### src/rtl/ultrasonic_ranger_if.sv
// Signal bundle between the ultrasonic ranger and its consumers.
// The master side drives enable and the raw sensor echo; the slave (the ranger)
// drives the trigger pulse and the measurement results.
interface ultrasonic_ranger_if #(
    parameter int CNT_W = 22
);
    logic             en;
    logic             echo;
    logic             trig;
    logic [1:0]       level;
    logic             level_valid;
    logic [CNT_W-1:0] echo_cycles;
    logic             fault;

    modport master (
        output en,
        output echo,
        input  trig,
        input  level,
        input  level_valid,
        input  echo_cycles,
        input  fault
    );

    modport slave (
        input  en,
        input  echo,
        output trig,
        output level,
        output level_valid,
        output echo_cycles,
        output fault
    );
endinterface

### src/rtl/ultrasonic_ranger.sv
// HC-SR04 style ranger front end for the tank level controller.
// Fires periodic trigger pulses, times the synchronised echo width, quantises it
// into a 2-bit level code (0 = empty .. 3 = full) and only changes the reported
// level after CONFIRM equal consecutive readings. A missing or stuck echo raises
// a sticky fault that clears on the next good measurement.
module ultrasonic_ranger #(
    parameter int TRIG_CYCLES  = 500,
    parameter int MEAS_PERIOD  = 3000000,
    parameter int ECHO_TIMEOUT = 1900000,
    parameter int TH_FULL      = 15000,
    parameter int TH_HIGH      = 40000,
    parameter int TH_MID       = 80000,
    parameter int CONFIRM      = 2,
    parameter int CNT_W        = 22
) (
    input  logic                clk,
    input  logic                rst,
    ultrasonic_ranger_if.slave  bus
);

    localparam logic [2:0] S_IDLE    = 3'd0;
    localparam logic [2:0] S_TRIG    = 3'd1;
    localparam logic [2:0] S_WAIT    = 3'd2;
    localparam logic [2:0] S_MEASURE = 3'd3;
    localparam logic [2:0] S_HOLDOFF = 3'd4;

    localparam logic [CNT_W-1:0] TRIG_LAST = CNT_W'(TRIG_CYCLES - 1);
    localparam logic [CNT_W-1:0] MEAS_LAST = CNT_W'(MEAS_PERIOD - 1);
    localparam logic [CNT_W-1:0] TOUT_LAST = CNT_W'(ECHO_TIMEOUT - 1);
    localparam logic [CNT_W-1:0] TH_FULL_C = CNT_W'(TH_FULL);
    localparam logic [CNT_W-1:0] TH_HIGH_C = CNT_W'(TH_HIGH);
    localparam logic [CNT_W-1:0] TH_MID_C  = CNT_W'(TH_MID);
    localparam logic [7:0]       CONFIRM_C = 8'(CONFIRM);

    logic [2:0]       state_q, state_d;
    logic             trig_q, trig_d;
    logic [CNT_W-1:0] period_q, period_d;
    logic [CNT_W-1:0] tout_q, tout_d;
    logic [CNT_W-1:0] width_q, width_d;
    logic [CNT_W-1:0] echo_cycles_q, echo_cycles_d;
    logic [1:0]       level_q, level_d;
    logic             valid_q, valid_d;
    logic             fault_q, fault_d;
    logic [1:0]       cand_q, cand_d;
    logic [7:0]       cnt_q, cnt_d;
    logic             sync1_q, sync2_q, sync3_q;

    logic             echo_rise;
    logic             echo_fall;
    logic [1:0]       width_class;

    assign echo_rise = sync2_q & ~sync3_q;
    assign echo_fall = ~sync2_q & sync3_q;

    // Quantise the measured width; a width equal to a threshold falls to the lower level
    always_comb begin
        width_class = 2'd0;
        if (width_q < TH_FULL_C) begin
            width_class = 2'd3;
        end else if (width_q < TH_HIGH_C) begin
            width_class = 2'd2;
        end else if (width_q < TH_MID_C) begin
            width_class = 2'd1;
        end
    end

    // Next-state logic for the ranging sequence, timeout handling and level filter
    always_comb begin
        state_d       = state_q;
        trig_d        = trig_q;
        period_d      = period_q;
        tout_d        = tout_q;
        width_d       = width_q;
        echo_cycles_d = echo_cycles_q;
        level_d       = level_q;
        valid_d       = 1'b0;
        fault_d       = fault_q;
        cand_d        = cand_q;
        cnt_d         = cnt_q;

        if (state_q != S_IDLE) begin
            period_d = period_q + 1'b1;
        end

        if (!bus.en) begin
            state_d = S_IDLE;
            trig_d  = 1'b0;
        end else begin
            case (state_q)
                S_IDLE: begin
                    state_d  = S_TRIG;
                    trig_d   = 1'b1;
                    period_d = '0;
                end
                S_TRIG: begin
                    if (period_q == TRIG_LAST) begin
                        state_d = S_WAIT;
                        trig_d  = 1'b0;
                        tout_d  = '0;
                    end
                end
                S_WAIT: begin
                    tout_d = tout_q + 1'b1;
                    if (tout_q == TOUT_LAST) begin
                        state_d = S_HOLDOFF;
                        fault_d = 1'b1;
                    end else if (echo_rise) begin
                        state_d = S_MEASURE;
                        width_d = CNT_W'(1);
                    end
                end
                S_MEASURE: begin
                    tout_d = tout_q + 1'b1;
                    if (echo_fall) begin
                        state_d       = S_HOLDOFF;
                        echo_cycles_d = width_q;
                        valid_d       = 1'b1;
                        fault_d       = 1'b0;
                        if (width_class == cand_q) begin
                            if (cnt_q < CONFIRM_C) begin
                                cnt_d = cnt_q + 1'b1;
                            end
                        end else begin
                            cand_d = width_class;
                            cnt_d  = 8'd1;
                        end
                        if (cnt_d >= CONFIRM_C) begin
                            level_d = cand_d;
                        end
                    end else if (tout_q == TOUT_LAST) begin
                        state_d = S_HOLDOFF;
                        fault_d = 1'b1;
                    end else if (sync2_q && (width_q != {CNT_W{1'b1}})) begin
                        width_d = width_q + 1'b1;
                    end
                end
                S_HOLDOFF: begin
                    if (period_q >= MEAS_LAST) begin
                        state_d  = S_TRIG;
                        trig_d   = 1'b1;
                        period_d = '0;
                    end
                end
                default: begin
                    state_d = S_IDLE;
                    trig_d  = 1'b0;
                end
            endcase
        end
    end

    // Two-flop echo synchroniser plus a delayed copy for edge detection
    always_ff @(posedge clk or posedge rst) begin
        if (rst) begin
            sync1_q <= 1'b0;
            sync2_q <= 1'b0;
            sync3_q <= 1'b0;
        end else begin
            sync1_q <= bus.echo;
            sync2_q <= sync1_q;
            sync3_q <= sync2_q;
        end
    end

    // State, counters, results and filter registers
    always_ff @(posedge clk or posedge rst) begin
        if (rst) begin
            state_q       <= S_IDLE;
            trig_q        <= 1'b0;
            period_q      <= '0;
            tout_q        <= '0;
            width_q       <= '0;
            echo_cycles_q <= '0;
            level_q       <= 2'd0;
            valid_q       <= 1'b0;
            fault_q       <= 1'b0;
            cand_q        <= 2'd0;
            cnt_q         <= 8'd0;
        end else begin
            state_q       <= state_d;
            trig_q        <= trig_d;
            period_q      <= period_d;
            tout_q        <= tout_d;
            width_q       <= width_d;
            echo_cycles_q <= echo_cycles_d;
            level_q       <= level_d;
            valid_q       <= valid_d;
            fault_q       <= fault_d;
            cand_q        <= cand_d;
            cnt_q         <= cnt_d;
        end
    end

    assign bus.trig        = trig_q;
    assign bus.level       = level_q;
    assign bus.level_valid = valid_q;
    assign bus.echo_cycles = echo_cycles_q;
    assign bus.fault       = fault_q;

endmodule

### src/flat_wrapper.sv
// flat-port wrapper written by rule: the top's interface ports become plain ports
module ultrasonic_ranger_flat 
#(
    parameter int TRIG_CYCLES  = 500,
    parameter int MEAS_PERIOD  = 3000000,
    parameter int ECHO_TIMEOUT = 1900000,
    parameter int TH_FULL      = 15000,
    parameter int TH_HIGH      = 40000,
    parameter int TH_MID       = 80000,
    parameter int CONFIRM      = 2,
    parameter int CNT_W        = 22
)
  (clk, rst, bus_en, bus_echo, bus_trig, bus_level, bus_level_valid, bus_echo_cycles, bus_fault);
  ultrasonic_ranger_if #(.CNT_W(CNT_W)) bus_i ();
  input  logic clk;
  input  logic rst;
  input wire logic [$bits(bus_i.en)-1:0] bus_en;
  input wire logic [$bits(bus_i.echo)-1:0] bus_echo;
  output wire logic [$bits(bus_i.trig)-1:0] bus_trig;
  output wire logic [$bits(bus_i.level)-1:0] bus_level;
  output wire logic [$bits(bus_i.level_valid)-1:0] bus_level_valid;
  output wire logic [$bits(bus_i.echo_cycles)-1:0] bus_echo_cycles;
  output wire logic [$bits(bus_i.fault)-1:0] bus_fault;
  assign bus_i.en = bus_en;
  assign bus_i.echo = bus_echo;
  assign bus_trig = bus_i.trig;
  assign bus_level = bus_i.level;
  assign bus_level_valid = bus_i.level_valid;
  assign bus_echo_cycles = bus_i.echo_cycles;
  assign bus_fault = bus_i.fault;
  ultrasonic_ranger #(.TRIG_CYCLES(TRIG_CYCLES), .MEAS_PERIOD(MEAS_PERIOD), .ECHO_TIMEOUT(ECHO_TIMEOUT), .TH_FULL(TH_FULL), .TH_HIGH(TH_HIGH), .TH_MID(TH_MID), .CONFIRM(CONFIRM), .CNT_W(CNT_W)) u_core (.clk(clk), .rst(rst), .bus(bus_i));
endmodule
### config.mk
export PLATFORM = sky130hd
export DESIGN_NAME = ultrasonic_ranger_flat
export DESIGN_NICKNAME = d
export VERILOG_FILES = /design/src/rtl/ultrasonic_ranger_if.sv /design/src/rtl/ultrasonic_ranger.sv /design/src/flat_wrapper.sv
export SDC_FILE = /design/constraint.sdc
export NUM_CORES = 1
export LEC_CHECK = 0
export ABC_AREA = 1
export CORE_AREA = 2 2 102 104
export CTS_CLUSTER_DIAMETER = 80
export DETAILED_ROUTE_END_ITERATION = 8
export DIE_AREA = 0 0 104 106
export HOLD_SLACK_MARGIN = 0.15
export PLACE_DENSITY_LB_ADDON = 0.05
export SLEW_MARGIN = 10
export SYNTH_ARGS = -nofsm -noshare
export SYNTH_HDL_FRONTEND = slang
export SYNTH_SLANG_ARGS = --single-unit
### constraint.sdc
create_clock -name clk -period 9.5 [get_ports clk]
set_clock_uncertainty 0.15 [all_clocks]
set_input_delay 2.375 -clock clk [delete_from_list [all_inputs] [get_ports clk]]
set_output_delay 2.375 -clock clk [all_outputs]
set_load 0.02 [all_outputs]
; Word-level counts from Yosys, hierarchy flattened
; Cells that the tools add are included.
[word_totals]
reg_bits = 109
latchBits = 0
mem_bits_rw = 0
rom_bits = 0
out_inout_bits = 27
wordCells = 99
n_memories = 0
[classes]
n_addsub = 4
multipliers = 0
div_mod_pow = 0
order_cmp = 6
n_eq_ne = 19
n_shift = 0
mux = 39
n_bitwise = 4
reduce_logical = 13
[op_table]
columns = operator, n
row1 = two-way mux 22 bit, 9
row2 = one-hot mux 22 bit (2 select lines), 3
row3 = adder 22 x 1 -> 22 bit (second input constant), 3
row4 = two-way mux 8 bit, 5
row5 = == test 22 x 21 -> 1 bit (second input constant), 1
row6 = == test 22 x 9 -> 1 bit (second input constant), 1
row7 = greater-or-equal comparator 22 bit (second input constant), 1
row8 = less-than comparator 22 x 14 -> 1 bit (second input constant), 1
row9 = less-than comparator 22 x 16 -> 1 bit (second input constant), 1
row10 = less-than comparator 22 x 17 -> 1 bit (second input constant), 1
row11 = != test 22 bit (second input constant), 1
row12 = two-way mux 3 bit, 7
row13 = one-hot mux 3 bit (5 select lines), 1
row14 = two-way mux 1 bit, 9
row15 = AND reduction 3 bit, 3
row16 = adder 8 x 1 -> 8 bit (second input constant), 1
row17 = greater-or-equal comparator 8 x 2 -> 1 bit (second input constant), 1
row18 = less-than comparator 8 x 2 -> 1 bit (second input constant), 1
row19 = != test 2 bit (second input constant), 4
row20 = != test 4 x 2 -> 1 bit (second input constant), 2
row21 = AND reduction 4 bit, 2
row22 = AND reduction 7 bit, 1
row23 = == test 3 x 2 -> 1 bit (second input constant), 2
row24 = two-way mux 2 bit, 3
row25 = other kinds (15), 21

; Depth between registers and ports, before layout
[depth]
word_depth = 11
depth_mapped = 14
ltp_nobuf = 13

; Least setup slack after synthesis
; OpenSTA, ideal clock, no wires.
[synth_path]
kind = input port to flip-flop
from = in bus_en
to = reg u_core.width_q[15]
setup_time_ns = 0.126
arrival_ns = 3.292
setup_slack_ns = 5.932
path_stages = 8
path_buffers = 1
path_cell_list = inv_1 > nor2_1 > inv_1 > nor3_1 > nand2_4 > buf_4 > nand2_1 > o21ai_0
[synth_via]
elab_chain_cells = 1
[synth_rtl]
columns = element, line
row1 = "start, declared", flat_wrapper.sv:17  ; input wire logic [$bits(bus_i.en)-1:0] bus_en;
row2 = AND reduction 7 bit (no line), -
row3 = "end signal, assigned", ultrasonic_ranger.sv:184  ; width_q <= width_d;
row4 = "end, declared", ultrasonic_ranger.sv:39  ; logic [CNT_W-1:0] width_q, width_d;
; Every way passes these cells.
; A chain may end at the register's enable or synchronous reset.

; Worst setup path after layout
[layout_path]
from = in bus_en
to = reg u_core.width_q[9]
; Same word-level chain as after synthesis.

==> summary.md <==
| Metric | Value |
|---|---|
| Register bit total from synthesis | `109` |
| Syn-to-layout area delta | `8.882%` |
| GR Layer Usage met2 | `43.00%` |
| Routing usage on met3 | `6.009%` |
| Diodes inserted | `0` |
| Max Root-Sink Buffers | `2` |
| Post-CTS Hold Fix Bufs | `0` |
| First-pass GRT wire length | `24090 um` |
| Starting DRT DRC Count | `421` |
| Syn. warnings | `0` |
| Main combinational cell family by area after synthesis | `simple AND/OR/NAND/NOR gates` |
| Area of the die | `0.01102 mm2` |
| CP Launch Type | `input pin` |
| Synthesized area per cell | `7.385 um2` |
| Commonest non-fill, non-tap cells in the layout | `258 x nand2_1, 109 x dfrtp_1, 104 x nor2_1, 89 x inv_1, 48 x o21ai_0` |
| Power density over the cells | `163.1 mW/mm2` |
| Setup WS post-layout | `5.276 ns` |
| Worst-Skew Late Latency | `0.39 ns` |
| Post-Syn Instances | `847` |
| Area share of the largest cell type after synthesis | `43.61%` |
| Die Span X | `104 um` |
| Data arrival, critical path | `4.40 ns` |
| Number of flops mapped to enable cells by yosys | `0` |
| First drt pass iteration count | `5` |
| Status | `completed` |
| Final setup violation count | `0` |
| Crit share post-route | `44.47%` |
| Peak fanout along the critical path | `31` |
| Post-CTS Setup Repair Bufs | `0` |
| CTS tree | `done` |
| Post-synth cell types | `40` |
| Commonest non-fill, non-tap cell in the layout | `nand2_1` |
| Setup TNS | `0 ns` |
| Grt met1 use | `37.20%` |
| Root buf cell | `clkbuf_8` |
| Post-synthesis xor/xnor area fraction | `6.721%` |
| Post-layout minimum cycle time | `4.224 ns` |
| Non-Filler Instances | `1005` |
| HPWL after DPL | `10050 um` |
| Routed Antenna Nets | `0` |
| Final slew viol count | `0` |
| Crit Path Category | `input pin to register` |
| DR DRC count | `0` |
| Post_cts resized | `0` |
| Ys flop type | `dfrtp_1` |
| Post-synthesis adder-cell area fraction | `0.8002%` |
| Tightest Pin Transition | `1.011 ns` |
| Routed WL per cell | `13.75 um` |
| Clock-pin slew of the registers on the worst-case setup and hold paths | `0.10 ns` |
| Placeable Area | `0.01000 mm2` |
| DIE HEIGHT | `106 um` |
| Num CTS Buffers | `9` |
| Logic pwr share | `24.5%` |
| GRT overflow | `0` |
| Internal power | `0.7240 mW` |
| Maximum clock rate | `236.7 MHz` |
| Seq pwr share | `48.5%` |
| Layout cells sized above 1 | `4.948%` |
| Number of global-route vias before repair | `5199` |
| Pin count of the biggest net entering global routing | `74` |
| Pre-CTS setup slack | `4.899 ns` |
| Initial antenna violation count | `0` |
| Clock share of power | `27.0%` |
| Hold Crit Class | `register to register` |
| GRT Total Usage | `26.81%` |
| Tot Pwr | `1.110 mW` |
| IO buf count | `30` |
| GRT busiest layer | `met2` |
| CP endpoint kind | `register` |
| Hold Vio Cnt, Final | `0` |
| NetSw | `0.3864 mW` |
| # IOs | `31` |
| Leakage | `3.068 nW` |
| Syn nets | `855` |
| Synth area leader | `dfrtp_1` |
| RSZ-0062 raised after global routing | `no` |
| Worst IR Drop VDD | `135.1 uV` |
| Cell area after synthesis | `0.006255 mm2` |
| Ys async rst share | `100.0%` |
| Critical path required time | `9.68 ns` |
| Detailed-route via count | `5426` |
| Sw Share | `34.80%` |
| Sink Count | `109` |
| Initial core utilization | `62.55%` |
| Dpl cells | `990` |
| RePlAce Congestion | `0.9265` |
| Compound-Gate Fraction of Synth Area | `6.981%` |
| Register area share after synthesis | `43.61%` |
| Max cap viols | `0` |
| Mux cell area share after synthesis | `0%` |
| Rel. slew slack | `32.54%` |
| DR vias/cell | `5.399` |
| Row cnt | `37` |
| Area contributors post-synth | `dfrtp_1 44%, nand2_1 15%, xor2_1 6.4%` |
| Synth Area in Simple Gates | `33.93%` |
| Final nets | `873` |
| Routed wire length | `13820 um` |
| H-tree depth | `3` |
[final cells by class]
type	count	area, um2
repair buffers	33	322.8
well taps	136	170.2
multi-input cells	618	3029
fillers	866	3189
inverters	94	355.3
clock buffers	11	131.4
clock inverters	4	73.82
flip-flops and latches	109	2728
[per-layer routing]
metal	part of all wire, %	vias up
li1	-	2720
met1	46	2539
met2	47	148
met3	6.5	19
met4	1.1	0
met5	0	-
[metrics by stage]
stage | instance area (um2) | util (%) | hold WS (ns)
floorplan | 6255 | - | 0.1812
global placement | 6605 | 66.05 | 0.1887
detailed placement | 6605 | 66.05 | 0.1926
CTS | 6810 | 68.11 | 0.2160
global route | 6810 | 68.11 | 0.2266
finish | 6810 | 68.11 | 0.2123
[cell families (layout without fill, tap and decap cells)]
logic type               Yosys count  in the layout
buffers and inverters            120            142
flip-flops                       109            109
XOR/XNOR                          48             48
adder cells (fa/ha/maj)            4              4
AO/OA/AOI/OAI                     79             79
AND/OR/NAND/NOR                  487            487
[worst paths after layout]
kind	startpoint	to	slack, ns	depth (start not counted)
min in group asynchronous	rst	u_core.period_q[4]	2.20	2
max reg2reg	u_core.state_q[2]	u_core.bus.echo_cycles[8]	6.23	10
min reg2reg	u_core.sync1_q	u_core.sync2_q	0.21	0
max in group asynchronous	rst	u_core.width_q[1]	5.71	3
max	bus_en	u_core.width_q[9]	5.28	9
min	u_core.sync1_q	u_core.sync2_q	0.21	0
[power groups by stage]
stage / combinational (mW) / clock [mW] / sequential [mW]
after global routing: 0.309 / 0.323 / 0.544
after detailed placement: 0.271 / 0 / 0.548
after floorplan: 0.211 / 0 / 0.548
after CTS: 0.272 / 0.309 / 0.538
after global placement: 0.266 / 0 / 0.546
final: 0.272 / 0.300 / 0.539
[registers in the layout, summed over array words and instances (netlist names), 2 cells and up]
register and flops:
u_core.bus.echo_cycles 22, u_core.bus.level 2, u_core.cand_q 2, u_core.cnt_q 8
u_core.period_q 22, u_core.state_q 3, u_core.tout_q 22, u_core.width_q 22
[Yosys cell counts, types with 6 or more instances]
| master | instances |
|---|---|
| a21oi_1 | 13 |
| buf_2 | 6 |
| buf_4 | 6 |
| clkbuf_1 | 10 |
| dfrtp_1 | 109 |
| inv_1 | 90 |
| nand2_1 | 258 |
| nand3_1 | 37 |
| nand4_1 | 29 |
| nor2_1 | 104 |
| nor3_1 | 30 |
| o21ai_0 | 48 |
| xor2_1 | 46 |
[critical path, cell delays in order]
cell and delay (ns):
clkdlybuf4s50_1 0.57, inv_1 0.14, nor2_1 0.16, inv_1 0.11
nor3_1 0.30, nand2_4 0.27, inv_2 0.29, nand2_1 0.11
nand2_1 0.07
(Power assumes the default switching activity.)
